`src/rtl/cpu_out_uart_tx_if.sv`:
```
// Output-trace bus between the CPU output byte and the UART logger.
// master = CPU/top side, slave = the logger itself.
interface cpu_out_uart_tx_if;
    logic [7:0] out_byte;
    logic       en;
    logic       tx;
    logic       busy;
    logic [4:0] fifo_count;
    logic       overflow;

    modport master (
        output out_byte, en,
        input  tx, busy, fifo_count, overflow
    );

    modport slave (
        input  out_byte, en,
        output tx, busy, fifo_count, overflow
    );
endinterface

```
`src/rtl/cpu_out_uart_tx.sv`:
```
// Logs every change of the CPU output byte as an 8N1 UART frame.
// Changes are queued in a small FIFO; frames go out back to back.
module cpu_out_uart_tx #(
    parameter int CLKS_PER_BIT = 4,
    parameter int FIFO_DEPTH   = 4
) (
    input  logic             clk,
    input  logic             rst,
    cpu_out_uart_tx_if.slave bus
);
    localparam int AW = (FIFO_DEPTH > 1) ? $clog2(FIFO_DEPTH) : 1;
    localparam int CW = $clog2(CLKS_PER_BIT);
    localparam logic [CW-1:0] LAST_CNT = CW'(CLKS_PER_BIT - 1);
    localparam logic [4:0]    DEPTH5   = 5'(FIFO_DEPTH);

    typedef enum logic [1:0] {
        IDLE  = 2'd0,
        START = 2'd1,
        DATA  = 2'd2,
        STOP  = 2'd3
    } state_t;

    logic [7:0]    r_in_q;
    logic [7:0]    r_prev;
    logic [7:0]    r_mem [FIFO_DEPTH];
    logic [AW-1:0] r_wr;
    logic [AW-1:0] r_rd;
    logic [4:0]    r_count;
    logic          r_overflow;

    state_t        r_state;
    logic [CW-1:0] r_cnt;
    logic [2:0]    r_idx;
    logic [7:0]    r_shift;
    logic          r_tx;

    state_t        w_state_nxt;
    logic [CW-1:0] w_cnt_nxt;
    logic [2:0]    w_idx_nxt;
    logic [7:0]    w_shift_nxt;
    logic          w_tx_nxt;
    logic          w_pop;

    logic w_change;
    logic w_push;
    logic w_full;
    logic w_empty;
    logic w_accept;
    logic w_bit_end;

    assign w_change  = (r_in_q != r_prev);
    assign w_push    = w_change && bus.en;
    assign w_full    = (r_count == DEPTH5);
    assign w_empty   = (r_count == 5'd0);
    // A pop in the same cycle frees the slot, so a full FIFO still accepts.
    assign w_accept  = w_push && (!w_full || w_pop);
    assign w_bit_end = (r_cnt == LAST_CNT);

    // Input sync, change tracking and FIFO bookkeeping.
    always_ff @(posedge clk or posedge rst) begin
        if (rst) begin
            r_in_q     <= 8'h00;
            r_prev     <= 8'h00;
            r_wr       <= '0;
            r_rd       <= '0;
            r_count    <= 5'd0;
            r_overflow <= 1'b0;
        end else begin
            r_in_q <= bus.out_byte;
            if (w_change)
                r_prev <= r_in_q;
            if (w_accept)
                r_wr <= r_wr + 1'b1;
            if (w_pop)
                r_rd <= r_rd + 1'b1;
            if (w_accept && !w_pop)
                r_count <= r_count + 5'd1;
            else if (!w_accept && w_pop)
                r_count <= r_count - 5'd1;
            if (w_push && !w_accept)
                r_overflow <= 1'b1;
        end
    end

    // FIFO storage; contents are don't-care until written.
    always_ff @(posedge clk) begin
        if (w_accept)
            r_mem[r_wr] <= r_in_q;
    end

    // Transmitter state and the registered serial line.
    always_ff @(posedge clk or posedge rst) begin
        if (rst) begin
            r_state <= IDLE;
            r_cnt   <= '0;
            r_idx   <= 3'd0;
            r_shift <= 8'h00;
            r_tx    <= 1'b1;
        end else begin
            r_state <= w_state_nxt;
            r_cnt   <= w_cnt_nxt;
            r_idx   <= w_idx_nxt;
            r_shift <= w_shift_nxt;
            r_tx    <= w_tx_nxt;
        end
    end

    // Next-state logic; tx is derived from the next state so it is
    // registered yet aligned with the state it belongs to.
    always_comb begin
        w_state_nxt = r_state;
        w_cnt_nxt   = r_cnt;
        w_idx_nxt   = r_idx;
        w_shift_nxt = r_shift;
        w_pop       = 1'b0;
        unique case (r_state)
            IDLE: begin
                if (!w_empty) begin
                    w_pop       = 1'b1;
                    w_shift_nxt = r_mem[r_rd];
                    w_cnt_nxt   = '0;
                    w_state_nxt = START;
                end
            end
            START: begin
                if (w_bit_end) begin
                    w_cnt_nxt   = '0;
                    w_idx_nxt   = 3'd0;
                    w_state_nxt = DATA;
                end else begin
                    w_cnt_nxt = r_cnt + 1'b1;
                end
            end
            DATA: begin
                if (w_bit_end) begin
                    w_cnt_nxt   = '0;
                    w_shift_nxt = {1'b0, r_shift[7:1]};
                    if (r_idx == 3'd7)
                        w_state_nxt = STOP;
                    else
                        w_idx_nxt = r_idx + 3'd1;
                end else begin
                    w_cnt_nxt = r_cnt + 1'b1;
                end
            end
            STOP: begin
                if (w_bit_end) begin
                    w_cnt_nxt = '0;
                    if (!w_empty) begin
                        w_pop       = 1'b1;
                        w_shift_nxt = r_mem[r_rd];
                        w_state_nxt = START;
                    end else begin
                        w_state_nxt = IDLE;
                    end
                end else begin
                    w_cnt_nxt = r_cnt + 1'b1;
                end
            end
            default: w_state_nxt = IDLE;
        endcase

        unique case (w_state_nxt)
            START:   w_tx_nxt = 1'b0;
            DATA:    w_tx_nxt = w_shift_nxt[0];
            default: w_tx_nxt = 1'b1;
        endcase
    end

    assign bus.tx         = r_tx;
    assign bus.busy       = (r_state != IDLE);
    assign bus.fifo_count = r_count;
    assign bus.overflow   = r_overflow;
endmodule

```
`src/flat_wrapper.sv`:
```
// flat-port wrapper written by rule: the top's interface ports become plain ports
module cpu_out_uart_tx_flat 
#(
    parameter int CLKS_PER_BIT = 4,
    parameter int FIFO_DEPTH   = 4
)
  (clk, rst, bus_out_byte, bus_en, bus_tx, bus_busy, bus_fifo_count, bus_overflow);
  cpu_out_uart_tx_if bus_i ();
  input  logic clk;
  input  logic rst;
  input wire logic [$bits(bus_i.out_byte)-1:0] bus_out_byte;
  input wire logic [$bits(bus_i.en)-1:0] bus_en;
  output wire logic [$bits(bus_i.tx)-1:0] bus_tx;
  output wire logic [$bits(bus_i.busy)-1:0] bus_busy;
  output wire logic [$bits(bus_i.fifo_count)-1:0] bus_fifo_count;
  output wire logic [$bits(bus_i.overflow)-1:0] bus_overflow;
  assign bus_i.out_byte = bus_out_byte;
  assign bus_i.en = bus_en;
  assign bus_tx = bus_i.tx;
  assign bus_busy = bus_i.busy;
  assign bus_fifo_count = bus_i.fifo_count;
  assign bus_overflow = bus_i.overflow;
  cpu_out_uart_tx #(.CLKS_PER_BIT(CLKS_PER_BIT), .FIFO_DEPTH(FIFO_DEPTH)) u_core (.clk(clk), .rst(rst), .bus(bus_i));
endmodule
```
`config.mk`:
```
export PLATFORM = sky130hd
export DESIGN_NAME = cpu_out_uart_tx_flat
export DESIGN_NICKNAME = d
export VERILOG_FILES = /design/src/rtl/cpu_out_uart_tx_if.sv /design/src/rtl/cpu_out_uart_tx.sv /design/src/flat_wrapper.sv
export SDC_FILE = /design/constraint.sdc
export NUM_CORES = 1
export LEC_CHECK = 0
export CORE_ASPECT_RATIO = 0.5
export CORE_MARGIN = 2
export CORE_UTILIZATION = 60
export DETAILED_ROUTE_END_ITERATION = 10
export PLACE_DENSITY = 0.82
export SYNTH_ARGS = -nofsm -noshare
export SYNTH_HDL_FRONTEND = slang
export SYNTH_SLANG_ARGS = --single-unit
export TNS_END_PERCENT = 100
```
`constraint.sdc`:
```
create_clock -name clk -period 4.4 [get_ports clk]
set_input_delay 0.88 -clock clk [delete_from_list [all_inputs] [get_ports clk]]
set_output_delay 0.88 -clock clk [all_outputs]
set_load 0.01 [all_outputs]
```
==> implementation parameters, run 1 <==
Parameter                              Value

Timing
  Pins over their slew limit ... 0
  Relative max-transition margin ... 0.4379
  Max Fclk ... 0.2763 GHz
  Setup_tns ... 0 ns
  Worst-case hold slack ... 0.4920 ns
  Final setup fails ... 0
  Share of the clock period used by the worst path after layout ... 0.8224
  Final number of hold-violating endpoints ... 0
  RSZ-0062 raised after global routing ... false
  Final critical delay including setup and external delays ... 3.619 ns
  Slew at the pin closest to its max-slew limit ... 0.8422 ns
  Final worst-path setup slack ... 0.7813 ns
  Clock skew ... 0.01221 ns

Cells and area
  Count of nets after finishing ... 284
  Area growth from synthesis to final layout ... 11.86%
  Final Instance Area ... 0.003729 mm^2
  Ratio of cells with drive above 1 in the final layout ... 0.1264
  Fill count ... 376
  Final Non-Filler Cells ... 334
  Final core area utilization ... 0.6879
  Inserted Diodes ... 0

Logic synthesis
  Number of distinct library cells after synthesis ... 39
  Count of mapped cells out of synthesis ... 242
  Most used DFF post-synth ... dfrtp_1
  EDFF count, synth ... 32
  Post-synthesis average cell area ... 13.77 um^2
  Async set-or-reset flop fraction in the synthesized netlist ... 0.5676
  Post-synthesis net count ... 270
  Total number of yosys warnings ... 0
  Sequential-to-total area share from yosys stat ... 0.6040
  Synthesized flop and latch total ... 74
  Summed instance area of the synthesized netlist ... 0.003333 mm^2

Power
  Overall power ... 2.588 mW
  P_int ... 1.654 mW
  Sw power ... 0.9339 mW
  Clock group share of total power ... 0.202
  VDD IR max ... 335.7 uV
  Leakage dissipation ... 1.475 nW
  Combinational Power Share ... 0.384
  Total power per unit cell area ... 694.0 mW/mm^2
  Sequential power share ... 0.414
  Switching share of total power ... 0.3609

Placement
  GPL Wtd Cong ... 0.7989
  Placement-stage worst setup slack ... 0.7327 ns
  HPWL Detailed ... 3858 um
  Placed Instance Area ... 0.003522 mm^2
  Count of buffers inserted at the top-level ports ... 18
  Cell Count Post-Placement ... 318

Floorplanning
  Ports placed on the boundary ... 19
  Die boundary height ... 56.71 um
  Die X ... 109.4 um
  Count of standard-cell rows ... 19
  Effective utilization at floorplan ... 0.6150
  Core Box Area ... 0.005420 mm^2
  Die Outline Area ... 0.006204 mm^2

Clock tree
  Buffer cell driving the clock tree root ... clkbuf_8
  Clock transition time at the flip-flop clock pins of the worst setup and hold paths ... 0.09 ns
  Maximum level of the CTS H-tree ... 3
  CTS tree ... built
  Maximum number of buffers from clock root to sink ... 2
  Cts bufs inserted ... 9
  Sink Count ... 74
  Post-CTS setup-driven buffer insertion count ... 0
  Number of buffers added to fix hold violations after cts ... 0
  Source-to-sink clock delay at the later pin of the worst-skew pair ... 0.35 ns
  Number of gates resized after cts ... 0

Route
  Total length of routed wires ... 5752 um
  Initial detailed-routing violation count ... 88
  Remaining DRCs ... 0
  Avg Vias per Cell ... 5.644
  WL per Instance ... 17.22 um
  Total iterations of the first detailed-routing run ... 4
  Remaining antenna violation count ... 0
  Via Count ... 1,885

Global route
  Total congestion overflow after global routing ... 0
  Number of antenna violations at the first check in global routing ... 0
  Global router's overall resource usage ... 0.2139
  First-pass GRT wire length ... 9604 um
  Largest net degree at the start of global routing ... 23
  Via count of the first global-routing pass ... 1,946

Setup path
  WP data required ... 4.67 ns
  Slowest stage delay, CP ... 0.48 ns
  Type of the worst setup path ... flop to flop
  Worst path arrival time ... 3.89 ns
  Crit-path most repeated cell ... ha_1
  Worst-path maximum fanout ... 9
  Kind of start point of the critical path ... flop
  Chain of cells forming the critical path ... inv_1 > ha_1 > a21oi_2 > o211ai_1 > nor2b_1 > ha_1 > inv_1 > ha_1 > nor2b_1 > o21a_1 > or3_1 > a21oi_1 > xor2_1
  Critical-path top delay cell ... nor2b_1
  Critical path endpoint category ... flop

Run status
  Status ... completed

Job
  Max-Cap Viols ... 0

Worst hold path
  Class of the tightest hold or removal check ... flop to flop
synth_stat cells, drive strengths merged (3+ instances only):
| master | n | area, um^2 |
|---|---|---|
| a21oi | 5 | 28.78 |
| a22o | 11 | 96.34 |
| and2 | 7 | 43.79 |
| buf | 5 | 52.55 |
| clkbuf | 12 | 45.04 |
| dfrtp | 41 | 1026 |
| edfxtp | 32 | 960.9 |
| ha | 16 | 200.2 |
| inv | 14 | 52.55 |
| mux2 | 3 | 33.78 |
| mux2i | 8 | 80.08 |
| mux4 | 8 | 180.2 |
| nand2 | 15 | 58.81 |
| nand3 | 3 | 15.01 |
| nor2 | 5 | 18.77 |
| nor2b | 4 | 25.02 |
| o21a | 3 | 22.52 |
| o21ai | 15 | 75.07 |
| xnor2 | 12 | 105.1 |
| xor2 | 3 | 26.28 |
sequential cells by signal, indices dropped and copies added, names as in the netlist, 3 cells and up:
register,flops
u_core.r_shift,8
u_core.r_idx,3
u_core.r_in_q,8
u_core.r_prev,8
u_core.r_mem,32
u_core.bus.fifo_count,5
cell families (layout without fill, tap and decap cells):
logic type / count (synthesis) / after routing / synth area share
AOI/OAI and AO/OA: 46 / 46 / 0.09347
buffers and inverters: 31 / 50 / 0.04504
muxes: 19 / 19 / 0.08821
adders and majority gates: 17 / 17 / 0.06607
and+or+nand+nor: 40 / 40 / 0.06381
DFF: 74 / 74 / 0.6040
xor gates and xnor gates: 15 / 15 / 0.03942
critical path: cells and delay by family (launching register included):
family	cells	cell delay, ns
compound gates	4	0.77
xor+xnor	1	0.16
fa+ha+maj	3	0.97
buf+inv	2	0.29
flops	1	0.42
simple gates	3	0.92
final timing paths:
path                                             startpoint                                   end  slack, ns  depth (start not counted)
max in group asynchronous                               rst          u_core.r_prev[0]$_DFFE_PP0N_       2.61                          3
min in group asynchronous                               rst           u_core.r_idx[2]$_DFFE_PP0P_       1.01                          2
worst max-delay path            u_core.r_state[0]$_DFF_PP0_  u_core.bus.fifo_count[4]$_DFFE_PP0P_       0.78                         13
worst min-delay path             u_core.r_in_q[4]$_DFF_PP0_          u_core.r_prev[4]$_DFFE_PP0N_       0.49                          0
worst min register to register   u_core.r_in_q[4]$_DFF_PP0_          u_core.r_prev[4]$_DFFE_PP0N_       0.49                          0
worst max register to register  u_core.r_state[0]$_DFF_PP0_  u_core.bus.fifo_count[4]$_DFFE_PP0P_       0.78                         13
cell usage in the layout (no fill, tap or decap), types with 2 or more instances in the layout:
master | synthesis | final
dfrtp_1 | 41 | 41
edfxtp_1 | 32 | 32
clkdlybuf4s50_1 | 0 | 18
ha_1 | 16 | 16
o21ai_0 | 15 | 15
nand2_1 | 14 | 14
inv_1 | 14 | 14
xnor2_1 | 12 | 12
a22o_1 | 11 | 11
clkbuf_8 | 0 | 10
mux2i_1 | 8 | 8
mux4_2 | 8 | 8
and2_1 | 7 | 7
nor2_1 | 5 | 5
a21oi_1 | 4 | 4
nor2b_1 | 4 | 4
clkinv_4 | 0 | 4
nand3_1 | 3 | 3
mux2_2 | 3 | 3
o21a_1 | 3 | 3
xor2_1 | 3 | 3
o31ai_1 | 2 | 2
nand4_1 | 2 | 2
or3_1 | 2 | 2
a21o_1 | 2 | 2
a31oi_1 | 2 | 2
buf_4 | 0 | 2
cell type report:
type                       instances  area, um^2  share of cell area
inverter                          14       52.55             0.01409
multi-input combinational        137        1170              0.3138
clock buffer                      11       162.7             0.04362
sequential                        74        2013              0.5399
timing repair buffer              20       195.2             0.05235
tap                               73       91.34             0.02450
clock inverter                     5       43.79             0.01174
power groups by stage:
stage          Sequential (mW)  Clock [mW]  Combinational (mW)
3_3_place_gp              1.07           0               0.927
4_1_cts                   1.07       0.533                1.00
2_1_floorplan             1.03           0               0.769
5_1_grt                   1.10       0.560                1.11
6_report                  1.07       0.523               0.994
3_5_place_dp              1.08           0               0.994
routing by layer:
layer,wire (um),share of wire,global-route usage
met5,0,0,0
met4,15,0.0026,0.05063
met3,240,0.042,0.08130
met2,2800,0.49,0.3342
met1,2694,0.47,0.2866
Power figures use the tool's default switching activity.
==> run 2, diff against run 1 <==
--- a/config.mk
+++ b/config.mk
@@ -7,9 +7,9 @@
 export LEC_CHECK = 0
 export CORE_ASPECT_RATIO = 0.5
 export CORE_MARGIN = 2
-export CORE_UTILIZATION = 60
+export CORE_UTILIZATION = 53
 export DETAILED_ROUTE_END_ITERATION = 10
-export PLACE_DENSITY = 0.82
+export PLACE_DENSITY = 0.77
 export SYNTH_ARGS = -nofsm -noshare
 export SYNTH_HDL_FRONTEND = slang
 export SYNTH_SLANG_ARGS = --single-unit
==> constraint.sdc (replaced) <==
create_clock -name clk -period 3.18 [get_ports clk]
set_input_delay 0.636 -clock clk [delete_from_list [all_inputs] [get_ports clk]]
set_output_delay 0.636 -clock clk [all_outputs]
set_load 0.01 [all_outputs]
==> implementation parameters, run 2 (synthesis gave the netlist of run 1 again) <==
Parameter                              Value

Run status
  Status ... completed

Power
  VDD IR max ... 363.9 uV (+8.4%)
  Leakage dissipation ... 1.551 nW (+5.1%)
  Overall power ... 3.874 mW (+50%)
  Total power per unit cell area ... 994.7 mW/mm^2 (+43%)

Clock tree
  Maximum level of the CTS H-tree ... 3 (unchanged)
  Number of buffers added to fix hold violations after cts ... 0 (unchanged)
  Sink Count ... 74 (unchanged)
  Cts bufs inserted ... 9 (unchanged)
  Clock transition time at the flip-flop clock pins of the worst setup and hold paths ... 0.06 ns (-0.03 ns)
  Source-to-sink clock delay at the later pin of the worst-skew pair ... 0.33 ns (-0.02 ns)
  Buffer cell driving the clock tree root ... clkbuf_16
  Maximum number of buffers from clock root to sink ... 2 (unchanged)
  CTS tree ... built

Cells and area
  Final Instance Area ... 0.003895 mm^2 (+4.5%)
  Inserted Diodes ... 0 (unchanged)
  Most common cell after layout, fill and taps aside ... dfrtp_1
  Area growth from synthesis to final layout ... 16.85%
  Final core area utilization ... 0.6405 (-0.04737)
  Ratio of cells with drive above 1 in the final layout ... 0.1498 (+0.02338)
  Count of nets after finishing ... 290 (+2.1%)
  Register with the highest flop count ... u_core.r_mem
  Flip-flop count of the largest register, all copies and words added ... 32 (unchanged)
  Leading cell types in the layout, fill and taps excluded ... dfrtp_1 (41), edfxtp_1 (32), clkdlybuf4s50_1 (18)

Timing
  Final critical delay including setup and external delays ... 3.004 ns (-0.6146 ns)
  Clock skew ... 0.003849 ns (-0.008361 ns)
  Max Fclk ... 0.3329 GHz (+20%)
  Slew at the pin closest to its max-slew limit ... 0.7856 ns (-0.05658 ns)
  Final setup fails ... 0 (unchanged)
  Pins over their slew limit ... 0 (unchanged)
  Share of the clock period used by the worst path after layout ... 0.9447 (+0.1222)
  Final number of hold-violating endpoints ... 0 (unchanged)
  Relative max-transition margin ... 0.4613 (+0.02336)
  Setup_tns ... 0 ns (unchanged)
  RSZ-0062 raised after global routing ... false

Route
  Remaining DRCs ... 0 (unchanged)
  Via Count ... 1,940 (+2.9%)
  Remaining antenna violation count ... 0 (unchanged)
  Avg Vias per Cell ... 5.465 (-3.2%)
  Total iterations of the first detailed-routing run ... 4 (unchanged)
  WL per Instance ... 16.75 um (-2.7%)
  Total length of routed wires ... 5948 um (+3.4%)
  Initial detailed-routing violation count ... 77 (-13%)

Setup path
  Slowest stage delay, CP ... 0.42 ns (-0.06 ns)
  WP data required ... 3.44 ns (-1.23 ns)
  Crit-path most repeated cell ... ha_1
  Kind of cell adding the most delay to the critical path ... adder cells
  Kind of start point of the critical path ... flop
  Worst-path maximum fanout ... 5 (-4)
  Chain of cells forming the critical path ... inv_1 > ha_1 > o211ai_1 > nor2b_4 > ha_1 > inv_1 > ha_1 > nor2b_1 > o21a_1 > or3_1 > a21oi_2 > xor2_1
  Number of logic stages on the critical path including buffering ... 12 (-1)
  Worst path arrival time ... 3.26 ns (-0.63 ns)
  Critical-path top delay cell ... dfrtp_1
  Type of the worst setup path ... flop to flop
  Critical path endpoint category ... flop
  Critical path buffer and inverter count ... 2 (unchanged)
  Depth of the most critical reg-to-reg path ... 12 (-1)

Floorplanning
  Die boundary height ... 60.08 um (+5.9%)
  Core Box Area ... 0.006081 mm^2 (+12%)
  Die Outline Area ... 0.006978 mm^2 (+12%)
  Die X ... 116.2 um (+6.2%)
  Effective utilization at floorplan ... 0.5481 (-0.06681)
  Ports placed on the boundary ... 19 (unchanged)
  Count of standard-cell rows ... 20 (+1)

Placement
  Placed Instance Area ... 0.003578 mm^2 (+1.6%)
  HPWL Detailed ... 3919 um (+1.6%)
  Count of buffers inserted at the top-level ports ... 18 (unchanged)
  GPL Wtd Cong ... 0.7752 (-3.0%)

Worst hold path
  Worst hold path cell count ... 0 (unchanged)
  Class of the tightest hold or removal check ... flop to flop

Global route
  Global router's overall resource usage ... 0.1984 (-0.01542)
  First-pass GRT wire length ... 9777 um (+1.8%)
  Number of antenna violations at the first check in global routing ... 0 (unchanged)
  Via count of the first global-routing pass ... 1,925 (-1.1%)
  Total congestion overflow after global routing ... 0 (unchanged)
  Largest net degree at the start of global routing ... 43 (+87%)

Job
  Max-Cap Viols ... 0 (unchanged)
run 2: power by group:
part	switching [mW]	internal [mW]
Combinational	0.715	0.707
Sequential	0.225	1.26
Clock	0.372	0.597
Total	1.31	2.56
run 2: repair_timing:
action | CTS | global route
endpoints found under the setup margin | 0 | 1
resized for setup | 0 | 5
buffers inserted | 0 | 1
run 2: metal layers:
| layer | vias to the layer above | global-route usage | share of wire |
|---|---|---|---|
| li1 | 905 | - | - |
| met1 | 986 | 0.2480 | 0.45 |
| met2 | 39 | 0.3283 | 0.50 |
| met3 | 10 | 0.07606 | 0.042 |
| met4 | 0 | 0.06122 | 0.012 |
| met5 | - | 0 | 0 |
run 2: final cells by class:
type                    instances  area (um^2)
multi-input cells             137         1186
well taps                      88        110.1
clock inverters                 3        21.27
fillers                       431         2186
inverters                      14        52.55
clock buffers                  13        271.5
flip-flops and latches         74         2013
repair buffers                 26        240.2
run 2: per-stage QoR:
step,cells,setup slack [ns],hold WS (ns)
global placement,338,0.1037,0.4568
global route,355,0.003912,0.5147
finish,355,0.1759,0.4884
CTS,354,0.1323,0.4897
floorplan,242,0.2179,0.4607
detailed placement,338,0.03370,0.4772
run 2: path summary, 6_finish.rpt:
kind | startpoint | slack (ns) | endpoint
worst max-delay path | u_core.r_state[0]$_DFF_PP0_ | 0.18 | u_core.bus.fifo_count[4]$_DFFE_PP0P_
worst min-delay path | u_core.r_in_q[5]$_DFF_PP0_ | 0.49 | u_core.r_prev[5]$_DFFE_PP0N_
worst max register to register | u_core.r_state[0]$_DFF_PP0_ | 0.18 | u_core.bus.fifo_count[4]$_DFFE_PP0P_
worst min register to register | u_core.r_in_q[5]$_DFF_PP0_ | 0.49 | u_core.r_prev[5]$_DFFE_PP0N_
max in group asynchronous | rst | 2.06 | u_core.r_wr[0]$_DFFE_PP0P_
min in group asynchronous | rst | 0.75 | u_core.bus.fifo_count[4]$_DFFE_PP0P_
